--- src/rtl/mask_frame_streamer_if.sv ---
// Pixel stream bundle between the mask streamer and the connected-components labeller.
// Carries start-of-frame, beat handshake, pixel coordinates and mask bit.
interface mask_frame_streamer_if;
  logic        new_frame_out;
  logic        valid_out;
  logic        ready_in;
  logic [10:0] x_out;
  logic [9:0]  y_out;
  logic        mask_out;

  modport master (
    output new_frame_out, valid_out, x_out, y_out, mask_out,
    input  ready_in
  );

  modport slave (
    input  new_frame_out, valid_out, x_out, y_out, mask_out,
    output ready_in
  );
endinterface

--- src/rtl/mask_frame_streamer.sv ---
// Streams a stored 1-bit mask frame from BRAM to the labeller in row-major order.
// Optional MASK_COUNT_EN adds ones_count_out, a per-frame count of set pixels.
module mask_frame_streamer #(
  parameter int WIDTH      = 320,
  parameter int HEIGHT     = 180,
  parameter int RD_LATENCY = 2,
  parameter int FIFO_DEPTH = 4,
  parameter int ADDR_W     = $clog2(WIDTH*HEIGHT),
  localparam int CW        = $clog2(WIDTH*HEIGHT+1)
) (
  input  logic              clk_in,
  input  logic              rst_in,
  input  logic              start_in,
  input  logic              cc_busy_in,
  output logic              rd_en_out,
  output logic [ADDR_W-1:0] rd_addr_out,
  input  logic              rd_data_in,
  mask_frame_streamer_if.master px,
  output logic              busy_out,
`ifdef MASK_COUNT_EN
  output logic [CW-1:0]     ones_count_out,
`endif
  output logic              done_out
);

  localparam int PW = (FIFO_DEPTH > 1) ? $clog2(FIFO_DEPTH) : 1;
  localparam int FW = $clog2(FIFO_DEPTH+1);
  localparam logic [10:0]   X_LAST = 11'(WIDTH-1);
  localparam logic [9:0]    Y_LAST = 10'(HEIGHT-1);
  localparam logic [PW-1:0] P_LAST = PW'(FIFO_DEPTH-1);

  typedef enum logic [2:0] {
    IDLE, WAIT_CC, SOF, STREAM, DRAIN, DONE
  } state_t;

  state_t state;

  logic [10:0]       x_cnt, rd_x;
  logic [9:0]        y_cnt, rd_y;
  logic [ADDR_W-1:0] addr_cnt;

  logic [RD_LATENCY-1:0] pv;
  logic [10:0] ptx [RD_LATENCY];
  logic [9:0]  pty [RD_LATENCY];

  logic [10:0] fx [FIFO_DEPTH];
  logic [9:0]  fy [FIFO_DEPTH];
  logic        fm [FIFO_DEPTH];
  logic [PW-1:0] wp, rp;
  logic [FW-1:0] fcnt;

  logic [7:0] inflight, occ;
  logic push, pop, issue, last, drained;

  always_comb begin
    inflight = 8'(rd_en_out);
    for (int i = 0; i < RD_LATENCY; i++)
      inflight = inflight + 8'(pv[i]);
    push    = pv[RD_LATENCY-1];
    pop     = (fcnt != '0) && px.ready_in;
    // A pop this cycle frees a slot, so the next read can be issued now.
    occ     = inflight + 8'(fcnt) - 8'(pop);
    issue   = (state == STREAM) && (occ < 8'(FIFO_DEPTH));
    last    = (x_cnt == X_LAST) && (y_cnt == Y_LAST);
    drained = (inflight == 8'd0) &&
              ((fcnt == '0) || ((fcnt == FW'(1)) && pop));
  end

  always_ff @(posedge clk_in or posedge rst_in) begin
    if (rst_in) begin
      state         <= IDLE;
      x_cnt         <= '0;
      y_cnt         <= '0;
      addr_cnt      <= '0;
      rd_x          <= '0;
      rd_y          <= '0;
      rd_en_out     <= 1'b0;
      rd_addr_out   <= '0;
      busy_out      <= 1'b0;
      done_out      <= 1'b0;
      px.new_frame_out <= 1'b0;
    end else begin
      rd_en_out        <= 1'b0;
      done_out         <= 1'b0;
      px.new_frame_out <= 1'b0;
      unique case (state)
        IDLE: if (start_in) begin
          state    <= WAIT_CC;
          busy_out <= 1'b1;
        end
        WAIT_CC: if (!cc_busy_in) begin
          state            <= SOF;
          px.new_frame_out <= 1'b1;
        end
        SOF: begin
          x_cnt    <= '0;
          y_cnt    <= '0;
          addr_cnt <= '0;
          state    <= STREAM;
        end
        STREAM: if (issue) begin
          rd_en_out   <= 1'b1;
          rd_addr_out <= addr_cnt;
          rd_x        <= x_cnt;
          rd_y        <= y_cnt;
          addr_cnt    <= addr_cnt + ADDR_W'(1);
          if (last) begin
            state <= DRAIN;
          end else if (x_cnt == X_LAST) begin
            x_cnt <= '0;
            y_cnt <= y_cnt + 10'd1;
          end else begin
            x_cnt <= x_cnt + 11'd1;
          end
        end
        DRAIN: if (drained) begin
          state    <= DONE;
          done_out <= 1'b1;
          busy_out <= 1'b0;
        end
        DONE: state <= IDLE;
        default: state <= IDLE;
      endcase
    end
  end

  always_ff @(posedge clk_in or posedge rst_in) begin
    if (rst_in) begin
      pv   <= '0;
      wp   <= '0;
      rp   <= '0;
      fcnt <= '0;
    end else begin
      pv[0] <= rd_en_out;
      for (int i = 1; i < RD_LATENCY; i++)
        pv[i] <= pv[i-1];
      if (push)
        wp <= (wp == P_LAST) ? '0 : wp + PW'(1);
      if (pop)
        rp <= (rp == P_LAST) ? '0 : rp + PW'(1);
      case ({push, pop})
        2'b10:   fcnt <= fcnt + FW'(1);
        2'b01:   fcnt <= fcnt - FW'(1);
        default: fcnt <= fcnt;
      endcase
    end
  end

  // Tag pipe and FIFO storage need no reset; valid bits and pointers gate them.
  always_ff @(posedge clk_in) begin
    ptx[0] <= rd_x;
    pty[0] <= rd_y;
    for (int i = 1; i < RD_LATENCY; i++) begin
      ptx[i] <= ptx[i-1];
      pty[i] <= pty[i-1];
    end
    if (push) begin
      fx[wp] <= ptx[RD_LATENCY-1];
      fy[wp] <= pty[RD_LATENCY-1];
      fm[wp] <= rd_data_in;
    end
  end

  assign px.valid_out = (fcnt != '0);
  assign px.x_out     = fx[rp];
  assign px.y_out     = fy[rp];
  assign px.mask_out  = fm[rp];

`ifdef MASK_COUNT_EN
  always_ff @(posedge clk_in or posedge rst_in) begin
    if (rst_in)
      ones_count_out <= '0;
    else if (state == SOF)
      ones_count_out <= '0;
    else if (pop && fm[rp])
      ones_count_out <= ones_count_out + CW'(1);
  end
`endif

endmodule
--- src/flat_wrapper.sv ---
// flat-port wrapper written by rule: the top's interface ports become plain ports
module mask_frame_streamer_flat 
#(
  parameter int WIDTH      = 320,
  parameter int HEIGHT     = 180,
  parameter int RD_LATENCY = 2,
  parameter int FIFO_DEPTH = 4,
  parameter int ADDR_W     = $clog2(WIDTH*HEIGHT),
  localparam int CW        = $clog2(WIDTH*HEIGHT+1)
)
  (clk_in, rst_in, start_in, cc_busy_in, rd_en_out, rd_addr_out, rd_data_in, busy_out, done_out, px_new_frame_out, px_valid_out, px_x_out, px_y_out, px_mask_out, px_ready_in);
  mask_frame_streamer_if px_i ();
  input  logic clk_in;
  input  logic rst_in;
  input  logic start_in;
  input  logic cc_busy_in;
  output logic rd_en_out;
  output logic [ADDR_W-1:0] rd_addr_out;
  input  logic rd_data_in;
  output logic busy_out;
  output logic done_out;
  output wire logic [$bits(px_i.new_frame_out)-1:0] px_new_frame_out;
  output wire logic [$bits(px_i.valid_out)-1:0] px_valid_out;
  output wire logic [$bits(px_i.x_out)-1:0] px_x_out;
  output wire logic [$bits(px_i.y_out)-1:0] px_y_out;
  output wire logic [$bits(px_i.mask_out)-1:0] px_mask_out;
  input wire logic [$bits(px_i.ready_in)-1:0] px_ready_in;
  assign px_new_frame_out = px_i.new_frame_out;
  assign px_valid_out = px_i.valid_out;
  assign px_x_out = px_i.x_out;
  assign px_y_out = px_i.y_out;
  assign px_mask_out = px_i.mask_out;
  assign px_i.ready_in = px_ready_in;
  mask_frame_streamer #(.WIDTH(WIDTH), .HEIGHT(HEIGHT), .RD_LATENCY(RD_LATENCY), .FIFO_DEPTH(FIFO_DEPTH), .ADDR_W(ADDR_W)) u_core (.clk_in(clk_in), .rst_in(rst_in), .start_in(start_in), .cc_busy_in(cc_busy_in), .rd_en_out(rd_en_out), .rd_addr_out(rd_addr_out), .rd_data_in(rd_data_in), .px(px_i), .busy_out(busy_out), .done_out(done_out));
endmodule
--- config.mk ---
export PLATFORM = sky130hd
export DESIGN_NAME = mask_frame_streamer_flat
export DESIGN_NICKNAME = d
export VERILOG_FILES = /design/src/rtl/mask_frame_streamer_if.sv /design/src/rtl/mask_frame_streamer.sv /design/src/flat_wrapper.sv
export SDC_FILE = /design/constraint.sdc
export NUM_CORES = 1
export LEC_CHECK = 0
export ABC_AREA = 1
export CORE_MARGIN = 5
export CORE_UTILIZATION = 40
export DETAILED_ROUTE_END_ITERATION = 10
export PLACE_DENSITY = 0.61
export SLEW_MARGIN = 25
export SYNTH_ARGS = -nofsm -noshare
export SYNTH_HDL_FRONTEND = slang
export SYNTH_SLANG_ARGS = --single-unit
--- constraint.sdc ---
create_clock -name clk_in -period 5 [get_ports clk_in]
set_clock_uncertainty 0.15 [all_clocks]
set_input_delay 1.5 -clock clk_in [delete_from_list [all_inputs] [get_ports clk_in]]
set_output_delay 1.5 -clock clk_in [all_outputs]
set_load 0.02 [all_outputs]
; ---- Yosys cells after proc, flatten, opt, wreduce, memory -nomap -nowiden
; Memory sizes are Yosys's and may differ from the RTL's.
; Index checks and enable logic that the tools add are counted.
[totals]
mem_count = 5
ramBits = 130
regBits = 90
wordCells = 99
input_bits = 6
output_inout_bits = 43
[memory_table]
columns = name, depth, word_bits, rd, rd_clocked_by_memory_dff, wr, line
row1 = u_core.fx, 4, 11, 1, 0, 1, mask_frame_streamer.sv:46  ; logic [10:0] fx [FIFO_DEPTH];
row2 = u_core.fy, 4, 10, 1, 0, 1, mask_frame_streamer.sv:47  ; logic [9:0] fy [FIFO_DEPTH];
row3 = u_core.ptx, 2, 11, 2, 0, 2, mask_frame_streamer.sv:43  ; logic [10:0] ptx [RD_LATENCY];
row4 = u_core.pty, 2, 10, 2, 0, 2, mask_frame_streamer.sv:44  ; logic [9:0] pty [RD_LATENCY];
row5 = u_core.fm, 4, 1, 1, 0, 1, mask_frame_streamer.sv:48  ; logic fm [FIFO_DEPTH];
[classes]
order_cmp = 1
add_sub_neg = 11
reduce_logical = 19
n_mux = 30
n_eq_ne = 18
[op_table]
columns = op, count
row1 = 11-bit 2-to-1 mux, 3
row2 = 16-bit case mux with 2 select lines, 1
row3 = 10-bit 2-to-1 mux, 3
row4 = 11-bit case mux with 2 select lines, 1
row5 = 10-bit case mux with 2 select lines, 1
row6 = 16-bit by 1-bit adder with 16-bit output (second input constant), 1
row7 = 16-bit 2-to-1 mux, 1
row8 = 3-bit 2-to-1 mux, 5
row9 = 3-bit case mux with 5 select lines, 1
row10 = 11-bit by 1-bit adder with 11-bit output (second input constant), 1
row11 = 11-bit by 9-bit == test with 1-bit output (second input constant), 1
row12 = 10-bit by 1-bit adder with 10-bit output (second input constant), 1
row13 = 10-bit by 8-bit == test with 1-bit output (second input constant), 1
row14 = 1-bit 2-to-1 mux, 10
row15 = 8-bit by 1-bit adder with 8-bit output, 1
row16 = 8-bit by 3-bit adder with 8-bit output, 1
row17 = 8-bit logical NOT, 1
row18 = 8-bit by 3-bit less-than comparator with 1-bit output (second input constant), 1
row19 = 2-bit inequality test (second input constant), 4
row20 = 8-bit by 1-bit subtractor with 8-bit output, 1
row21 = 2-bit == test (second input constant), 3
row22 = 3-bit by 1-bit == test with 1-bit output (second input constant), 2
row23 = 3-bit by 2-bit == test with 1-bit output (second input constant), 2
row24 = 3-bit logical NOT, 2
row25 = 18 further kinds, 30

; ---- Logic depth before layout (Yosys ltp)
[depth]
word_depth = 8
mapped_depth = 21
depth_no_buf = 20

; ---- Worst setup path before layout
; Ideal clock, no wire load.
[synth_path]
path_type = input -> register
start = input px_ready_in
end = register u_core.y_cnt[5]
n_path_buf = 1
arrival_time_ns = 3.209
setup_ns = 0.117
stages = 18
slack_ns = 1.524
required_ns = 4.733
cell_sequence = nand3_2 ha_1 nand2_1 inv_1 nand2_1 nand2_1 nand2_1 nand2_1 inv_1 ha_1 inv_1 nor2_1 nand3_4 nand2_2 buf_6 nand2_2 nand2_1 nand2_1
[synth_between]
elab_chain_cells = 6
[synth_lines]
columns = item, line
row1 = "start, declared", flat_wrapper.sv:27  ; input wire logic [$bits(px_i.ready_in)-1:0] px_ready_in;
row2 = 1-bit logical AND, mask_frame_streamer.sv:60  ; pop = (fcnt != '0) && px.ready_in;
row3 = 8-bit by 1-bit subtractor with 8-bit output, mask_frame_streamer.sv:62  ; occ = inflight + 8'(fcnt) - 8'(pop);
row4 = 8-bit by 3-bit less-than comparator with 1-bit output, mask_frame_streamer.sv:63  ; issue = (state == STREAM) && (occ < 8'(FIFO_DEPTH));
row5 = 1-bit logical AND, mask_frame_streamer.sv:63
row6 = 2-bit by 1-bit inequality test with 1-bit output (no source line), -
row7 = 4-bit AND reduction (no source line), -
row8 = "end signal, assigned", mask_frame_streamer.sv:111  ; y_cnt <= y_cnt + 10'd1;
row9 = "end, declared", mask_frame_streamer.sv:39  ; logic [9:0] y_cnt, rd_y;
; No other way between the ends.
; A chain may end at the register's enable or synchronous reset.

; ---- Worst setup path in the final report
[layout_path]
start = register u_core.rp[0]
end = output px_y_out[0]
[layout_between]
elab_chain_cells = 1
[layout_lines]
columns = item, line
row1 = "start, declared", mask_frame_streamer.sv:49  ; logic [PW-1:0] wp, rp;
row2 = "start signal, assigned", mask_frame_streamer.sv:140  ; rp <= (rp == P_LAST) ? '0 : rp + PW'(1);
row3 = memory 4 x 10 bit, -
row4 = "end, declared", flat_wrapper.sv:25  ; output wire logic [$bits(px_i.y_out)-1:0] px_y_out;
; No other way between the ends.

==> impl_metrics.json <==
{
  "htreeDepth": 1,
  "synth_compound_area_frac": 0.0885,
  "die-area_mm2": 0.0249,
  "hold_path_class": "flip-flop to flip-flop",
  "yosysTopAreaCell": "edfxtp_1",
  "synthSimpleGateAreaFrac": 0.159,
  "syn_nets": 864,
  "hold_viol": 0,
  "cts_setup_buffers": 0,
  "cts_tree": "yes",
  "synth_warnings": 0,
  "critPathTopFamily": "buffers and inverters",
  "crit_chain": "clkinv_1, buf_4, o21ai_0, o22ai_1, clkdlybuf4s50_1",
  "cts_buffers": 24,
  "synth_adder_area_share": 0.0310,
  "syn_area_per_cell_um2": 10.4,
  "gr-usage-all-layers": 0.136,
  "ys_seq_area_frac": 0.657,
  "synth_xor_area_frac": 0.0151,
  "io_buffers": 48,
  "nNetsFinal": 915,
  "synth_seq_cells": 220,
  "cts_sinks": 220,
  "drive_above_1_share": 0.0717,
  "min_period_ns": 4.14,
  "syn2layout_area_growth_pct": 18.0,
  "endpoint_kind": "output pin",
  "critical_path_class": "flip-flop to output pin",
  "pre_cts_slack_ns": 0.508,
  "wl_per_cell_um": 13.7,
  "async_flop_share": 0.409,
  "diodes": 0,
  "maxCapViolations": 0,
  "cts-hold-fix-buffers": 0,
  "netlist_instances": 837,
  "clk_latency_ns": 0.51,
  "synthesis.area_mm2": 0.00873,
  "hpwl_um": 10400,
  "ant_nets": 0,
  "die_width_um": 158,
  "std_cell_rows": 54,
  "grt_max_degree": 70,
  "tightestPinTransition_ns": 1.02,
  "setup.worst_path.start_class": "flip-flop",
  "grt_pass1_wl_um": 27900,
  "power_density_mw_per_mm2": 513,
  "synth_ff_type": "dfrtp_1",
  "multi_input_area_mm2": 0.00256,
  "cp_slowest_cell": "clkdlybuf4s50_1",
  "rsz0062_at_grt": "false",
  "fin_ws_ns": 0.859,
  "synth_top_cells_by_area": "edfxtp_1, dfrtp_1, dfxtp_1",
  "n_fill_cell": 1999,
  "gp_congestion": 0.790,
  "mostFrequentLayoutCells": "nand2_1, o21ai_0, nor2_1",
  "setup_tns_ns": 0,
  "grt_overflow": 0,
  "root_buffer": "clkbuf_16",
  "finalMaxSlewViolations": 0,
  "vias_per_cell": 4.80,
  "vias": 5693,
  "core_region_area_mm2": 0.0216,
  "synth_top_family_by_area": "simple AND/OR/NAND/NOR gates",
  "muxShareOfSynthArea": 0,
  "antenna_found_initial": 0,
  "outcome": "completed",
  "period_share": 0.828,
  "relSlewSlack": 0.320,
  "crit_buf_inv": 3,
  "drt_first_iter_violations": 312,
  "io_pins": 49,
  "finalWirelength_um": 16300,
  "clk_pin_slew_ns": 0.06,
  "seq_area_mm2": 0.00574,
  "drc_errors": 0,
  "yosysUniqueCellTypes": 38,
  "grt_pass1_vias": 5525,
  "cts_resized": 0,
  "worstPathRequired_ns": 3.35,
  "die_y_um": 158,
  "synth_top_area_share": 0.303,
  "ir_drop_v": 0.000261,
  "max_freq_ghz": 0.242,
  "clockBufferDepth": 3,
  "first_pass_iters": 4,
  "p_leak_nw": 4.26,
  "layout_commonest_cell": "nand2_1",
  "synth-edff-count": 88,
  "initial_utilization": 0.404,
  "arrival_ns": 2.49,
  "slowest_delay_ns": 0.55,
  "setup_viol": 0,
  "crit_fanout": 28
}
layout make-up:
cell class                      count  area share
Tap cell                          280      0.0340
Clock inverter                     15      0.0145
Inverter                           76      0.0278
Timing Repair Buffer               56      0.0537
Multi-Input combinational cell    510       0.249
Clock buffer                       29      0.0642
Sequential cell                   220       0.557
power by group:
part,switching [mW],internal [mW]
clock,0.704,1.05
combinational,0.909,0.531
sequential,0.0952,1.99
total,1.71,3.57
routing by layer:
| layer | up-vias | GRT usage | part of all wire |
|---|---|---|---|
| met1 | 2663 | 0.190 | 0.48 |
| met3 | 27 | 0.0265 | 0.042 |
| met5 | - | 0 | 0 |
| met4 | 0 | 0.0336 | 0.022 |
| li1 | 2910 | - | - |
| met2 | 93 | 0.219 | 0.46 |
cell families (layout without fill, tap and decap cells):
| group | Yosys count | after routing |
|---|---|---|
| xor+xnor | 15 | 15 |
| flops | 220 | 220 |
| buf+inv | 107 | 176 |
| fa+ha+maj | 21 | 21 |
| compound gates | 146 | 146 |
| simple gates | 328 | 328 |
cell usage after synthesis (2+ instances only):
cell type,number
o22ai_1,22
nor4_1,2
nand2_1,163
clkbuf_1,19
nor2_1,94
clkinv_1,2
nand4_1,12
o21ai_0,102
nor3_1,9
o31ai_1,2
inv_1,71
buf_2,8
ha_1,20
nand3_1,32
dfrtp_1,90
inv_2,3
edfxtp_1,88
buf_6,2
a21oi_1,4
xor2_1,15
o21ai_1,12
nand2_2,6
nor3b_1,3
dfxtp_1,42
registers in the layout, indices dropped and copies added (netlist names), 3 cells and up:
signal / flops
u_core.fx: 44
u_core.fy: 40
u_core.ptx: 22
u_core.pty: 20
u_core.addr_cnt: 16
u_core.rd_addr_out: 16
u_core.rd_x: 11
u_core.x_cnt: 11
u_core.rd_y: 10
u_core.y_cnt: 10
u_core.fm: 4
u_core.fcnt: 3
u_core.state: 3
per-stage QoR:
stage	instance area, um^2	instances	power, mW	hold slack (ns)	util
5_1_grt	10300	1186	5.61	0.184	0.476
2_1_floorplan	8730	837	3.09	0.160	-
6_report	10300	1186	5.28	0.176	0.476
3_5_place_dp	9490	1142	3.59	0.162	0.439
3_3_place_gp	9490	1142	3.57	0.162	0.439
4_1_cts	10300	1186	5.36	0.176	0.476
path summary, 6_finish.rpt:
| check | depth (start not counted) | from | slack, ns | endpoint |
|---|---|---|---|---|
| worst min-delay path | 0 | u_core.pty[0][1] | 0.18 | u_core.pty[0][11] |
| worst max-delay path | 5 | u_core.rp[0] | 0.86 | px_y_out[0] |
| min in group asynchronous | 2 | rst_in | 1.15 | u_core.wp[0] |
| max in group asynchronous | 3 | rst_in | 2.84 | u_core.x_cnt[6] |
| worst max register to register | 20 | u_core.pv[1] | 1.44 | u_core.x_cnt[7] |
| worst min register to register | 0 | u_core.pty[0][1] | 0.18 | u_core.pty[0][11] |
No activity file was read; power rests on OpenSTA's default activity.
